## src/rtl/color_regfile_writer.sv

```systemverilog
// color_regfile_writer: initiator side of the color register-file write port.
// Serializes a latched 24-bit RGB color into six 4-bit four-phase writes
// (address/data/valid/ack), then pulses color_next/done to commit the color.
// Optional build macro WRITER_TIMEOUT_EN adds a per-phase ack timeout that
// aborts the transfer and raises the sticky err flag.
module color_regfile_writer #(
  parameter int unsigned TIMEOUT_CYCLES = 255
) (
  input  logic        clk,
  input  logic        rst,
  input  logic        req,
  input  logic [23:0] rgb,
  input  logic [1:0]  ch,
  output logic        ready,
  output logic        done,
  output logic        err,
  output logic [1:0]  channel,
  output logic [3:0]  address,
  output logic [3:0]  data,
  output logic        valid,
  input  logic        ack,
  output logic        color_next
);

  localparam int unsigned IDX_W = 3;
  localparam logic [IDX_W-1:0] LAST_IDX = IDX_W'(5);

  typedef enum logic [1:0] {IDLE, DRIVE, RELEASE, COMMIT} state_t;

  state_t           state;
  state_t           next_state;
  logic [23:0]      color;
  logic [IDX_W-1:0] idx;
  logic [3:0]       nibble_c;
  logic             accept_c;
  logic             advance_c;
  logic             abort_c;
  logic             timeout_hit_c;

  // State register
  always_ff @(posedge clk or negedge rst) begin
    if (!rst) state <= IDLE;
    else      state <= next_state;
  end

  // Next-state logic; handshake edges are only honoured once our own valid
  // output has reached the level for that phase, so a stale ack is ignored.
  always_comb begin
    next_state = state;
    accept_c   = 1'b0;
    advance_c  = 1'b0;
    abort_c    = 1'b0;
    case (state)
      IDLE: begin
        if (req) begin
          accept_c   = 1'b1;
          next_state = DRIVE;
        end
      end
      DRIVE: begin
        if (valid && ack) begin
          next_state = RELEASE;
        end else if (timeout_hit_c) begin
          abort_c    = 1'b1;
          next_state = IDLE;
        end
      end
      RELEASE: begin
        if (!valid && !ack) begin
          if (idx < LAST_IDX) begin
            advance_c  = 1'b1;
            next_state = DRIVE;
          end else begin
            next_state = COMMIT;
          end
        end else if (timeout_hit_c) begin
          abort_c    = 1'b1;
          next_state = IDLE;
        end
      end
      COMMIT:  next_state = IDLE;
      default: next_state = IDLE;
    endcase
  end

  // Nibble select, most significant nibble first
  always_comb begin
    case (idx)
      3'd0:    nibble_c = color[23:20];
      3'd1:    nibble_c = color[19:16];
      3'd2:    nibble_c = color[15:12];
      3'd3:    nibble_c = color[11:8];
      3'd4:    nibble_c = color[7:4];
      3'd5:    nibble_c = color[3:0];
      default: nibble_c = 4'h0;
    endcase
  end

  // Datapath and registered handshake outputs
  always_ff @(posedge clk or negedge rst) begin
    if (!rst) begin
      color      <= '0;
      channel    <= '0;
      idx        <= '0;
      address    <= '0;
      data       <= '0;
      valid      <= 1'b0;
      ready      <= 1'b1;
      done       <= 1'b0;
      color_next <= 1'b0;
    end else begin
      ready      <= (next_state == IDLE);
      valid      <= (state == DRIVE) && !abort_c;
      done       <= (state == COMMIT);
      color_next <= (state == COMMIT);
      if (accept_c) begin
        color   <= rgb;
        channel <= ch;
        idx     <= '0;
      end else if (advance_c) begin
        idx <= idx + IDX_W'(1);
      end
      if (state == DRIVE) begin
        address <= 4'(idx);
        data    <= nibble_c;
      end
    end
  end

`ifdef WRITER_TIMEOUT_EN
  localparam int unsigned CNT_W = 16;
  localparam logic [CNT_W-1:0] TIMEOUT_LAST = CNT_W'(TIMEOUT_CYCLES - 1);

  logic [CNT_W-1:0] wait_cnt;

  assign timeout_hit_c = (wait_cnt == TIMEOUT_LAST);

  // Stall counter: restarts on every state change, counts cycles waiting on ack
  always_ff @(posedge clk or negedge rst) begin
    if (!rst)                                    wait_cnt <= '0;
    else if (next_state != state)                wait_cnt <= '0;
    else if (state == DRIVE || state == RELEASE) wait_cnt <= wait_cnt + CNT_W'(1);
  end

  // Sticky abort flag, cleared by the next accepted request
  always_ff @(posedge clk or negedge rst) begin
    if (!rst)          err <= 1'b0;
    else if (accept_c) err <= 1'b0;
    else if (abort_c)  err <= 1'b1;
  end
`else
  // Without the timeout the block waits on ack forever and never flags err
  logic unused_timeout;
  assign unused_timeout = (TIMEOUT_CYCLES == 0);
  assign timeout_hit_c  = 1'b0;
  assign err            = 1'b0;
`endif

endmodule
```

## config.mk

```make
export PLATFORM = sky130hd
export DESIGN_NAME = color_regfile_writer
export DESIGN_NICKNAME = d
export VERILOG_FILES = /design/src/rtl/color_regfile_writer.sv
export SDC_FILE = /design/constraint.sdc
export NUM_CORES = 1
export LEC_CHECK = 0
export CORE_UTILIZATION = 49
export CTS_CLUSTER_SIZE = 14
export DETAILED_ROUTE_END_ITERATION = 10
export PLACE_DENSITY = 0.77
export RECOVER_POWER = 50
export SYNTH_ARGS = -nofsm -noshare
export SYNTH_HDL_FRONTEND = slang
export SYNTH_SLANG_ARGS = --single-unit
```

## constraint.sdc

```tcl
create_clock -name clk -period 2.3 [get_ports clk]
set_input_delay 0.69 -clock clk [delete_from_list [all_inputs] [get_ports clk]]
set_output_delay 0.69 -clock clk [all_outputs]
set_load 0.01 [all_outputs]
```

==> results of run 1 <==
## logic make-up (layout without fill, tap and decap cells)
kind of cell / count (synthesis) / in the layout / share of synthesized area
AOI/OAI and AO/OA: 27 / 27 / 0.101
buffers and inverters: 11 / 58 / 0.0335
adders and majority gates: 5 / 5 / 0.0335
DFF: 41 / 41 / 0.550
and+or+nand+nor: 28 / 28 / 0.0871
muxes: 32 / 32 / 0.193
other: 1 / 2 / 0.00201
## area by class of cell
| cell class | count | area share |
|---|---|---|
| clock buffer | 8 | 0.0331 |
| tap | 48 | 0.0249 |
| sequential | 41 | 0.425 |
| multi-input combinational | 94 | 0.324 |
| timing repair buffer | 46 | 0.187 |
| inverter | 4 | 0.00621 |
## per-layer routing
| metal | vias up | global-route usage | wire length (µm) |
|---|---|---|---|
| met2 | 40 | 0.330 | 1730 |
| met3 | 12 | 0.0607 | 178 |
| met1 | 651 | 0.254 | 1580 |
| li1 | 615 | - | - |
| met4 | 0 | 0.108 | 117 |
| met5 | - | 0 | 0 |
## flip-flops by register name, summed over array words and instances, names as in the netlist
register,flops
ready,1
idx,3
state,2
color_next,1
data,4
address,3
color,24
channel,2
valid,1
## path summary, 6_finish.rpt
kind,endpoint,slack [ns],depth (start not counted)
max reg2reg,data[3]$_DFFE_PN0P_,0.51,5
min reg2reg,address[2]$_DFFE_PN0P_,0.48,2
min,address[2]$_DFFE_PN0P_,0.48,2
max,valid,0.26,1
max in group asynchronous,color[11]$_DFFE_PN0P_,1.06,2
min in group asynchronous,color[22]$_DFFE_PN0P_,0.62,2
## power groups by stage
stage | logic [W] | clock network (W) | registers [W]
3_3_place_gp | 0.00122 | 0 | 0.00129
6_report | 0.00125 | 0.000450 | 0.00130
5_1_grt | 0.00137 | 0.000499 | 0.00134
2_1_floorplan | 0.000782 | 0 | 0.00130
3_5_place_dp | 0.00127 | 0 | 0.00131
4_1_cts | 0.00128 | 0.000467 | 0.00130
## stage by stage
step	power [W]	cell area (µm²)	hold slack (ns)	util	setup slack, ns
after detailed placement	0.00258	2350	0.475	0.643	0.219
final	0.00299	2420	0.479	0.660	0.258
after floorplan	0.00208	1870	0.394	-	0.629
after global routing	0.00321	2420	0.500	0.660	0.180
after CTS	0.00304	2430	0.354	0.665	0.235
after global placement	0.00252	2350	0.464	0.643	0.266
## worst register-to-register path, cell delays in order (launching register included)
cell,delay [ns]
dfrtp_1,0.43
ha_1,0.22
ha_1,0.24
or3_1,0.37
nor3_1,0.30
a211oi_1,0.09
## Yosys cell counts, types with 2 or more instances
cell	instances
dfrtp_1	40
mux2_1	28
nand2_1	9
a21oi_1	5
buf_4	5
ha_1	5
o21ai_1	5
a221oi_1	4
mux2_2	4
nor2_1	4
a311oi_1	3
inv_1	3
nand2b_1	3
a21o_1	2
buf_2	2
nand3_1	2
nor2b_1	2
nor3_1	2
o21ai_0	2
==> summary.txt, run 1 <==
Critical path
  • Crit-path leading delay family: buffers and inverters
  • CP Class: flop to output port
  • Slowest stage cell on the critical path: clkdlybuf4s50_1
  • Crit path launch: valid$_DFF_PN0_
  • CP arrival: 1.35 ns
  • Crit path buffers/inverters: 1
  • Worst path required time: 1.61 ns
  • Setup crit end kind: output port
  • R2r startpoint: idx[0]$_DFFE_PN0P_
  • Nature of the critical path startpoint: flop
  • Slowest stage delay, CP: 0.59 ns
  • Critical-path cell list: clkdlybuf4s50_1
  • Maximum fanout along the worst path: 8

Clocking
  • Hold_buf cts: 0
  • Post-CTS setup buffers: 0
  • CTS buffer count: 5
  • CTS Sinks: 41
  • Clock-pin slew of the registers on the worst-case setup and hold paths: 0.07 ns
  • Clk root buf: clkbuf_8
  • Clk buf depth: 2
  • TritonCTS clock tree: built
  • H-tree depth: 2
  • Count of cells resized by post-cts repair: 0
  • Clock latency on the worst-skew pair: 0.30 ns

Min path
  • Worst Hold Class: flop to flop
  • Hold Crit Start: address[2]$_DFFE_PN0P_

Die
  • Starting Density: 0.510
  • Die Wd: 63.7 µm
  • I/O pin count: 45
  • Core Area: 3660 µm²
  • Full die area: 4060 µm²
  • Row count: 22
  • Die Y-Extent: 63.7 µm

STA
  • Slew HR: 0.345
  • Slew Limit Fails: 0
  • Hold Fails Final Rpt: 0
  • Tmin final: 2.04 ns
  • FMAX: 490 MHz
  • Layout Skew: 0.00442 ns
  • Setup_tns: 0 ns
  • Worst Max-Slew Pin Slew: 0.982 ns
  • Final worst-path cycle share: 0.888
  • Setup-failing EPs final: 0
  • RSZ-0062 raised after global routing: no

GRT
  • Grt ovf: 0
  • GRT Util Overall: 0.207
  • Initial antenna violation count: 0
  • First-pass GRT wire length: 6.31 mm
  • Largest net degree at the start of global routing: 42
  • Number of global-route vias before repair: 1,364

Pwr
  • Internal: 0.00197 W
  • PwrDens: 1240 nW/µm²
  • Switch Pwr: 0.00102 W
  • Sequential share of power: 0.433
  • Sw frac: 0.340
  • Comb power frac: 0.417
  • VDD IR max: 0.666 mV
  • Leak: 1.02 nW
  • Clk pwr share: 0.150

Detailed routing
  • Total wire length: 3.61 mm
  • DRT iter0 DRCs: 68
  • Detailed Routing Iterations Pass 1: 4
  • Routed Antenna Nets: 0
  • Vias per cell: 5.47
  • DR DRC count: 0
  • Wire per inst: 15.0 µm
  • Via Count: 1,318

Placed design
  • RePlAce Congestion: 0.817
  • Placed cells: 233
  • Port bufs: 42
  • Hpwl dp: 2.56 mm

Synth
  • Synthesized area per cell: 12.9 µm²
  • Main synth FF type: dfrtp_1
  • Synth top area cells: dfrtp_1, mux2_1, ha_1
  • Mapped Cells: 145
  • Mapped Area: 1870 µm²
  • Number of synthesized flops with an enable pin: 0
  • Synth cell types: 34
  • Synthesis warning total: 0
  • Yosys top cell by area: dfrtp_1
  • Seq/Total Area, Yosys: 0.550
  • Share of the synthesized area in the top cell type: 0.536
  • Post-synth ARST share: 1.00
  • Register bit total from synthesis: 41

Cells and area
  • Most common cell after layout, fill and taps aside: clkdlybuf4s50_1
  • Nets: 227
  • Commonest cells after routing, fill and taps aside: clkdlybuf4s50_1, dfrtp_1, mux2_1, nand2_1
  • Filler cells: 303
  • Non-Filler Instances: 241
  • Area grow syn2layout: 29.3%
  • Multi-input logic area: 782 µm²
  • Number of diodes: 0
  • Share of cells above drive strength 1: 0.0881
  • Sequential standard cell area: 1030 µm²

Flow run
  • Max-cap violation count: 0

Outcome
  • Outcome: finished clean
(Power assumes the default switching activity.)
==> inputs of run 2 (changes only) <==
==> constraint.sdc (replaced) <==
create_clock -name clk -period 2.3 [get_ports clk]
set_input_delay 0.69 -clock clk [delete_from_list [all_inputs] [get_ports clk]]
set_output_delay 0.69 -clock clk [all_outputs]
set_load 0.02 [all_outputs]
==> results of run 2 <==
Same layout as run 1 (identical final DEF). Status: finished clean.
Main changes from that run: setup slack after layout 0.258 ns -> 0.190 ns; total power 0.00299 W -> 0.00307 W; worst IR drop on VDD 0.666 mV -> 0.675 mV
